**src/rtl/pipe_ctrl_pkg.sv**
```systemverilog
// Shared types for the pipeline stall/flush controller.
package pipe_ctrl_pkg;

    typedef enum logic [0:0] {
        PC_RUN   = 1'b0,
        PC_FLUSH = 1'b1
    } pc_state_e;

endpackage

```
**src/rtl/pipe_ctrl_sat_cnt.sv**
```systemverilog
// Saturating up-counter with synchronous reset and clear; clear beats increment.
module sat_cnt #(
    parameter int unsigned W = 8
) (
    input  logic         clk,
    input  logic         rst,
    input  logic         clr,
    input  logic         inc,
    output logic [W-1:0] q
);

    logic [W-1:0] cnt_q;
    logic [W-1:0] cnt_d;

    always_comb begin
        cnt_d = cnt_q;
        if (clr)
            cnt_d = '0;
        else if (inc && (cnt_q != '1))
            cnt_d = cnt_q + W'(1);
    end

    always_ff @(posedge clk) begin
        if (rst)
            cnt_q <= '0;
        else
            cnt_q <= cnt_d;
    end

    assign q = cnt_q;

endmodule

```
**src/rtl/pipe_ctrl.sv**
```systemverilog
// Pipeline stall/flush controller: merges stall and flush requests with a stall watchdog
// into per-stage hold/bubble vectors, plus a saturating stall-cycle counter.
module pipe_ctrl
    import pipe_ctrl_pkg::*;
#(
    parameter int unsigned NSTAGE        = 5,
    parameter int unsigned FLUSH_LEN     = 2,
    parameter int unsigned STALL_TIMEOUT = 64,
    parameter int unsigned CNT_W         = 32
) (
    input  logic                      cpu_clk,
    input  logic                      cpu_rst,
    input  logic [NSTAGE-1:0]         stallreq,
    input  logic                      flush_req,
    input  logic [$clog2(NSTAGE)-1:0] flush_stage,
    input  logic                      perf_clr,
    output logic [NSTAGE-1:0]         stall,
    output logic [NSTAGE-1:0]         flush,
    output logic                      timeout,
    output logic [CNT_W-1:0]          stall_cycles
);

    localparam int unsigned SW  = $clog2(NSTAGE);
    localparam int unsigned FCW = $clog2(FLUSH_LEN + 1);
    localparam int unsigned WDW = (STALL_TIMEOUT == 0) ? 1 : $clog2(STALL_TIMEOUT + 1);

    localparam logic [SW-1:0]  LAST_STG  = SW'(NSTAGE - 1);
    localparam logic [FCW-1:0] FL_FULL   = FCW'(FLUSH_LEN);
    localparam logic [FCW-1:0] FL_RELOAD = FCW'(FLUSH_LEN - 1);
    localparam logic [WDW-1:0] WD_LIMIT  = (STALL_TIMEOUT == 0) ? '0 : WDW'(STALL_TIMEOUT - 1);

    function automatic logic [SW-1:0] hi_idx(input logic [NSTAGE-1:0] v);
        logic [SW-1:0] idx;
        idx = '0;
        for (int unsigned i = 0; i < NSTAGE; i++)
            if (v[i]) idx = SW'(i);
        return idx;
    endfunction

    function automatic logic [NSTAGE-1:0] therm(input logic [SW-1:0] hi);
        logic [NSTAGE-1:0] m;
        m = '0;
        for (int unsigned i = 0; i < NSTAGE; i++)
            m[i] = (SW'(i) <= hi);
        return m;
    endfunction

    pc_state_e         state_q, state_d;
    logic [SW-1:0]     fl_stage_q, fl_stage_d;
    logic [FCW-1:0]    fl_cnt_q, fl_cnt_d;
    logic              timeout_q, timeout_d;

    logic [SW-1:0]     fs_clamp;
    logic [SW-1:0]     merged_stg;
    logic [NSTAGE-1:0] stall_c;
    logic [NSTAGE-1:0] flush_c;
    logic [WDW-1:0]    wd_q;
    logic              wd_fire;

    assign fs_clamp = (32'(flush_stage) >= NSTAGE) ? LAST_STG : flush_stage;

    // Threshold keys on the raw request so a same-cycle flush_req cannot mask the watchdog.
    assign wd_fire = (STALL_TIMEOUT != 0) && (state_q == PC_RUN) &&
                     (|stallreq) && (wd_q == WD_LIMIT);

    always_comb begin
        state_d    = state_q;
        fl_stage_d = fl_stage_q;
        fl_cnt_d   = fl_cnt_q;
        timeout_d  = 1'b0;
        stall_c    = '0;
        flush_c    = '0;
        merged_stg = fl_stage_q;

        case (state_q)
            PC_RUN: begin
                if (flush_req) begin
                    flush_c = therm(fs_clamp);
                    if (FLUSH_LEN > 1) begin
                        state_d    = PC_FLUSH;
                        fl_stage_d = fs_clamp;
                        fl_cnt_d   = FL_RELOAD;
                    end
                end else if (|stallreq) begin
                    stall_c = therm(hi_idx(stallreq));
                    flush_c = {stall_c[NSTAGE-2:0], 1'b0} & ~stall_c;
                end
                if (wd_fire) begin
                    state_d    = PC_FLUSH;
                    fl_stage_d = LAST_STG;
                    fl_cnt_d   = FL_FULL;
                    timeout_d  = 1'b1;
                end
            end
            PC_FLUSH: begin
                if (flush_req && (fs_clamp > fl_stage_q))
                    merged_stg = fs_clamp;
                flush_c    = therm(merged_stg);
                fl_stage_d = merged_stg;
                if (flush_req && (FLUSH_LEN > 1))
                    fl_cnt_d = FL_RELOAD;
                else if (fl_cnt_q <= FCW'(1))
                    state_d = PC_RUN;
                else
                    fl_cnt_d = fl_cnt_q - FCW'(1);
            end
            default: state_d = PC_RUN;
        endcase
    end

    always_ff @(posedge cpu_clk) begin
        if (cpu_rst) begin
            state_q    <= PC_RUN;
            fl_stage_q <= '0;
            fl_cnt_q   <= '0;
            timeout_q  <= 1'b0;
        end else begin
            state_q    <= state_d;
            fl_stage_q <= fl_stage_d;
            fl_cnt_q   <= fl_cnt_d;
            timeout_q  <= timeout_d;
        end
    end

    sat_cnt #(.W(WDW)) u_wd_cnt (
        .clk (cpu_clk),
        .rst (cpu_rst),
        .clr (~|stall_c),
        .inc (|stall_c),
        .q   (wd_q)
    );

    sat_cnt #(.W(CNT_W)) u_stall_cnt (
        .clk (cpu_clk),
        .rst (cpu_rst),
        .clr (perf_clr),
        .inc (|stall_c),
        .q   (stall_cycles)
    );

    assign stall   = stall_c;
    assign flush   = flush_c;
    assign timeout = timeout_q;

endmodule

```
**config.mk**
```make
export PLATFORM = sky130hd
export DESIGN_NAME = pipe_ctrl
export DESIGN_NICKNAME = d
export VERILOG_FILES = /design/src/rtl/pipe_ctrl_pkg.sv /design/src/rtl/pipe_ctrl_sat_cnt.sv /design/src/rtl/pipe_ctrl.sv
export SDC_FILE = /design/constraint.sdc
export NUM_CORES = 1
export LEC_CHECK = 0
export CAP_MARGIN = 10
export CORE_UTILIZATION = 37
export CTS_BUF_LIST = sky130_fd_sc_hd__clkbuf_8
export DETAILED_ROUTE_END_ITERATION = 12
export DONT_BUFFER_PORTS = 1
export MAX_ROUTING_LAYER = met4
export SYNTH_ARGS = -nofsm -noshare
export SYNTH_HDL_FRONTEND = slang
export SYNTH_HIERARCHICAL = 1
export SYNTH_SLANG_ARGS = --single-unit
export TNS_END_PERCENT = 1
```
**constraint.sdc**
```tcl
create_clock -name cpu_clk -period 8.05 [get_ports cpu_clk]
set_clock_uncertainty 0.05 [all_clocks]
set_input_delay 0.805 -clock cpu_clk [delete_from_list [all_inputs] [get_ports cpu_clk]]
set_output_delay 0.805 -clock cpu_clk [all_outputs]
set_load 0.01 [all_outputs]
```
==> metrics.cfg, run 1 <==
[cells_and_area]
drive_gt1_frac = 0.0872
fillCellCount = 714
finalNetCount = 338
multi_input_area_um2 = 1620
diode_count = 0
regArea_um2 = 921
syn2layout_area_growth_pct = 6.11
commonest_cells_after_routing_fill_and_taps_aside = dfxtp_1, nor2_1, nand2_1
layout.cells.most_common = dfxtp_1

[drt]
vias = 2439
detail-route-antenna-nets = 0
dr.pass1.iters = 4
via_per_inst = 5.85
route.detailed.drc = 0
detailedRoute.firstIterationViolations = 125
detail_route.wl_per_cell_um = 14.9
aggregate_routed_wire_length_mm = 6.22

[critical_path]
crit_path_end_kind = primary output
largest_fanout_on_the_critical_path = 9
setup.worst_path.start_class = input pin
worstPathArrival_ns = 2.57
criticalPathCategory = input pin to primary output
critical_path_required_ns = 7.19

[global_route]
grtUsageTotal = 0.180
first_global_vias = 2179
globalRouteOverflowTotal = 0
met3_usage = 0.0610
grt_antenna_before_repair = 0
met1_usage = 0.203
grt_busiest_layer = met2
grt_max_degree = 31
global_route.usage.met2 = 0.302
grt_first_pass_wirelength_mm = 10.4

[synthesis]
synth.net_count = 344
synth.lib_cells_used.distinct = 56
synth-edff-count = 0
flip_flop_and_latch_count_after_synthesis = 46
average_cell_area_after_synthesis_um2 = 8.10
share_of_flip_flops_with_an_asynchronous_set_or_reset_after_synthesis = 0
ys.flop_type = dfxtp_1
synth_cells = 326
synth.yosys.seq_area_share = 0.349
mappedNetlistArea_um2 = 2640
synthesis.yosys.warnings = 6

[clock_network]
cts_hold_repair.buffers = 0
cts_root_buf = clkbuf_8
cts_max_level = 2
cts_num_sinks = 46
post_cts.resized_instances = 0
tritoncts.num_buffers = 5
clk_transition_reported_paths_ns = 0.09
cts_max_path_buffers = 2
clock_insertion_delay_worst_skew_ns = 0.31
post_cts_buffers = 0
tritoncts = built

[sta]
finalHoldViolCount = 0
slew_violations = 0
timing.setup.tns_ns = 0
max_slew.worst_pin.slew_ns = 0.836
crit_path_setup_slack_layout_ns = 4.63
number_of_setup_violations_in_the_final_report = 0
period_minus_slack_ns = 3.42
rsz0062_at_grt = false
worst_slew_margin_rel = 0.441
hold_slack_ns = 0.458
period_share = 0.425
fmax_mhz = 292

[floorplanning]
design.portCount = 55
placementRows = 30
die_height_um = 86.5
core_um2 = 6830
die_area_um2 = 7480
floorplan.initialDensity = 0.387
floorplan.die.width_um = 86.5

[pwr]
pwr_density_cell_nw_per_um2 = 149
leakage_power_nw = 0.881
peakVddDrop_v = 0.0000500
total_power_after_layout_w = 0.000419

[worst_hold_path]
worst_hold_path_type = flop to flop

[place]
pre_cts_setup_slack_ns = 4.53
dpl.hpwl_mm = 4.48
port_buffers = 0
gpl.final_weighted_congestion = 0.815

[run]
drv_cap = 0

[outcome]
run_status = completed

-- metrics by stage --
stage          std cells  cell area, µm²   util
2_1_floorplan        326            2640      -
3_3_place_gp         409            2720  0.397
3_5_place_dp         409            2720  0.397
4_1_cts              417            2800  0.410
5_1_grt              417            2800  0.410
6_report             417            2800  0.410
-- critical path: stages --
cell      delay (ns)
nand2b_1        0.14
inv_1           0.08
ha_1            0.24
nor2b_1         0.15
o311ai_1        0.53
o21ai_0         0.26
o21ai_0         0.36
-- area by class of cell --
class                           count  area share
Clock inverter                      3     0.00670
Tap cell                           96      0.0429
Sequential cell                    46       0.329
Multi-Input combinational cell    254       0.577
Timing Repair Buffer                2     0.00536
Clock buffer                        5      0.0246
Inverter                           11      0.0147
-- cells by family (layout without fill, tap and decap cells) --
kind of cell | count (synthesis) | in the layout | share of synthesized area
muxes | 2 | 2 | 0.00758
DFF | 46 | 46 | 0.349
adders and majority gates | 6 | 6 | 0.0284
buffers and inverters | 26 | 21 | 0.0388
AOI/OAI and AO/OA | 93 | 93 | 0.243
and+or+nand+nor | 145 | 145 | 0.307
xor gates and xnor gates | 8 | 8 | 0.0265
-- state kept, by name, indices dropped and copies added (netlist names) --
| name | count |
|---|---|
| fl_cnt_q | 2 |
| fl_stage_q | 3 |
| state_q | 1 |
| timeout | 1 |
| u_stall_cnt/q | 32 |
| u_wd_cnt/q | 7 |
-- cells in the mapped netlist, types with 3 or more instances --
master	n	area (µm²)
dfxtp_1	46	921
nand3_1	18	90.1
or4_1	4	30.0
clkbuf_1	11	41.3
nor4_1	4	25.0
buf_2	4	20.0
nor3_1	10	50.1
o311ai_1	3	26.3
or2_2	3	18.8
inv_1	11	41.3
nor2b_1	4	25.0
xnor2_1	5	43.8
o31ai_1	3	22.5
o21ai_1	5	25.0
or3_1	16	100
nand4_1	9	56.3
nand2_1	26	97.6
or4_4	3	33.8
and3_1	3	18.8
nand2b_1	3	18.8
a21oi_1	24	120
a41o_1	3	30.0
a31oi_1	8	50.1
o211ai_1	5	37.5
o21ai_0	16	80.1
a211oi_1	5	37.5
xor2_1	3	26.3
ha_1	6	75.1
nor2_1	28	105
-- final timing paths --
check / startpoint / end / slack [ns] / cells after the start
hold / removal: u_wd_cnt/q[6] / u_wd_cnt/q[6] / 0.46 / 2
hold reg to reg: u_wd_cnt/q[6] / u_wd_cnt/q[6] / 0.46 / 2
setup / recovery: flush_stage[2] / flush[4] / 4.63 / 7
setup reg to reg: state_q / u_stall_cnt/q[26] / 4.82 / 7
-- per-layer routing --
layer	share of wire	vias up
met4	0.013	0
met3	0.071	7
met1	0.44	1125
met5	0	-
met2	0.48	77
li1	-	1230
-- where the power goes --
part | internal [W] | total [W] | switching (W)
registers | 0.000230 | 0.000233 | 0.00000342
logic | 0.0000142 | 0.0000395 | 0.0000253
clock network | 0.0000613 | 0.000146 | 0.0000845
Note: power is estimated with default switching activity, not from simulation.
==> inputs of run 2 (changes only) <==
==> constraint.sdc (replaced) <==
create_clock -name cpu_clk -period 2.9 [get_ports cpu_clk]
set_clock_uncertainty 0.05 [all_clocks]
set_input_delay 0.29 -clock cpu_clk [delete_from_list [all_inputs] [get_ports cpu_clk]]
set_output_delay 0.29 -clock cpu_clk [all_outputs]
set_load 0.01 [all_outputs]
==> run 2 against run 1 <==
  * Clock power grew to 3.2 times the previous value
  * Largest power group unchanged
  * Utilization increased by 1.2 points
  * Final cell count increased by 1.7%
  * Critical path depth unchanged
  * Largest cell class unchanged
  * Sequential cell count unchanged
  * Die area did not move
  * Wire length is essentially flat
  * Power rose to 2.9 times the previous value
  * Combinational power grew to 3.0 times the previous value
  * Highest routed layer unchanged
  * First-iteration DRC count stayed put
==> metrics.cfg, run 2 (synthesis results as in run 1) <==
[floorplanning]
die_area_um2 = 7480  ; unchanged
floorplan.die.width_um = 86.5  ; unchanged
die_height_um = 86.5  ; unchanged
core_um2 = 6830  ; unchanged
design.portCount = 55  ; unchanged
placementRows = 30  ; unchanged
floorplan.initialDensity = 0.387  ; unchanged

[pwr]
peakVddDrop_v = 0.000166  ; was 0.0000500 V
pwr_density_cell_nw_per_um2 = 427  ; was 149 nW/µm²
leakage_power_nw = 0.926  ; was 0.881 nW

[cells_and_area]
layout.cells.most_common = dfxtp_1  ; unchanged
diode_count = 0  ; unchanged
stdcell_area_um2 = 2890  ; was 2800 µm²
commonest_cells_after_routing_fill_and_taps_aside = dfxtp_1, nor2_1, nand2_1  ; unchanged
largest_reg_flops = 32  ; unchanged
syn2layout_area_growth_pct = 9.33  ; was 6.11%
stdcell_count = 424  ; was 417
finalNetCount = 345  ; was 338
drive_gt1_frac = 0.104  ; was 0.0872

[drt]
detail_route.wl_per_cell_um = 14.7  ; was 14.9 µm
vias = 2438  ; was 2,439
aggregate_routed_wire_length_mm = 6.22  ; about the same
dr.pass1.iters = 4  ; unchanged
detailedRoute.firstIterationViolations = 125  ; unchanged
route.detailed.drc = 0  ; unchanged
detail-route-antenna-nets = 0  ; unchanged
via_per_inst = 5.75  ; was 5.85

[place]
gpl.final_weighted_congestion = 0.872  ; was 0.815
dpl.hpwl_mm = 4.53  ; was 4.48 mm
place_area_um2 = 2760  ; was 2720 µm²
port_buffers = 0  ; unchanged
placed_cells = 415  ; was 409

[global_route]
globalRouteOverflowTotal = 0  ; unchanged
first_global_vias = 2244  ; was 2,179
grt_first_pass_wirelength_mm = 10.4  ; about the same
grt_antenna_before_repair = 0  ; unchanged
grtUsageTotal = 0.180  ; about the same
grt_max_degree = 31  ; unchanged

[sta]
slew_violations = 0  ; unchanged
rsz0062_at_grt = false  ; unchanged
period_minus_slack_ns = 2.62
timing.setup.tns_ns = 0  ; unchanged
finalHoldViolCount = 0  ; unchanged
period_share = 0.902
worst_slew_margin_rel = 0.439  ; was 0.441
fmax_mhz = 382
number_of_setup_violations_in_the_final_report = 0  ; unchanged
max_slew.worst_pin.slew_ns = 0.838  ; was 0.836 ns

[clock_network]
clock_insertion_delay_worst_skew_ns = 0.30  ; was 0.31 ns
tritoncts = built  ; unchanged
cts_root_buf = clkbuf_8  ; unchanged
tritoncts.num_buffers = 5  ; unchanged
cts_max_level = 2  ; unchanged
cts_max_path_buffers = 2  ; unchanged
cts_num_sinks = 46  ; unchanged
clk_transition_reported_paths_ns = 0.09  ; about the same

[critical_path]
largest_fanout_on_the_critical_path = 9  ; unchanged
ff2ff_path_depth = 7  ; unchanged
critical_path_required_ns = 3.09  ; was 7.19 ns
worst_path_max_delay_cell = or4_4  ; was o311ai_1
criticalPathCategory = flop to flop  ; was input pin to primary output
cp_slowest_stage_delay_ns = 0.46  ; was 0.53 ns
worstPathArrival_ns = 2.80  ; was 2.57 ns
crit_path_end_kind = flop  ; was primary output
worst_path_cell_trace = or2_2 > nor2_1 > nand4_1 > or4_4 > or4_4 > or3_1 > a21oi_1  ; was nand2b_1 > inv_1 > ha_1 > nor2b_1 > o311ai_1 > o21ai_0 > o21ai_0
setup.worst_path.start_class = flop  ; was input pin
most_common_cell_type_on_the_critical_path = or4_4  ; was o21ai_0

[outcome]
run_status = completed  ; unchanged

[run]
drv_cap = 0  ; unchanged

[worst_hold_path]
worst_hold_path_type = input pin to flop  ; was flop to flop
hold_depth = 1  ; was 2

## run 2: cell types whose count changed in the layout (fill, tap and decap cells not counted)
cell           before  now
bufinv_16           0    1
clkinv_2            2    0
o311ai_1            3    2
clkinvlp_4          0    1
dlygate4sd3_1       0    1
inv_6               1    0
buf_4               2    8
inv_1              11   12
o311ai_2            0    1
## run 2: where the power goes
part	switching (W)	leakage (nW)	internal [W]	total (W)
clock network	0.000217	0.0556	0.000254	0.000471
logic	0.0000735	0.499	0.0000439	0.000117
registers	0.00000741	0.372	0.000638	0.000645
## run 2: final timing paths
kind | start | end | slack (ns)
hold reg to reg | u_wd_cnt/q[6] | u_wd_cnt/q[6] | 0.46
hold / removal | cpu_rst | timeout | 0.03
setup / recovery | state_q | u_stall_cnt/q[26] | 0.28
setup reg to reg | state_q | u_stall_cnt/q[26] | 0.28
## run 2: critical path: cells and delay by family (launching register included)
kind	cells	cell delay (ns)
simple gates	6	2.05
flops	1	0.31
compound gates	1	0.14
## run 2: stage by stage
step | setup WS, ns | hold slack, ns | power [W] | utilization
global placement | 0.314 | 0.312 | 0.000772 | 0.404
CTS | 0.235 | 0.0191 | 0.00125 | 0.422
global route | 0.0986 | 0.00838 | 0.00130 | 0.423
finish | 0.284 | 0.0267 | 0.00123 | 0.423
detailed placement | 0.286 | 0.315 | 0.000773 | 0.404
floorplan | 0.0394 | 0.407 | 0.000754 | -
## run 2: layout make-up
cell class,count,area [µm²]
Sequential cell,46,921
Clock inverter,3,41.3
Multi-Input combinational cell,254,1630
Timing Repair Buffer,9,70.1
Tap cell,96,120
Fill cell,708,3940
Clock buffer,5,68.8
Inverter,11,41.3
## run 2: routing by layer
metal	up-vias	track usage	part of all wire
li1	1236	-	-
met1	1123	0.208	0.46
met2	69	0.294	0.46
met3	10	0.0524	0.062
met4	0	0.0697	0.016
met5	-	-	0
## run 2: timing repair
action	in CTS	in global routing
gates resized for setup	0	1
hold buffers	1	0
setup endpoints to repair	0	2
endpoints found under the hold margin	2	0
setup buffers	0	0
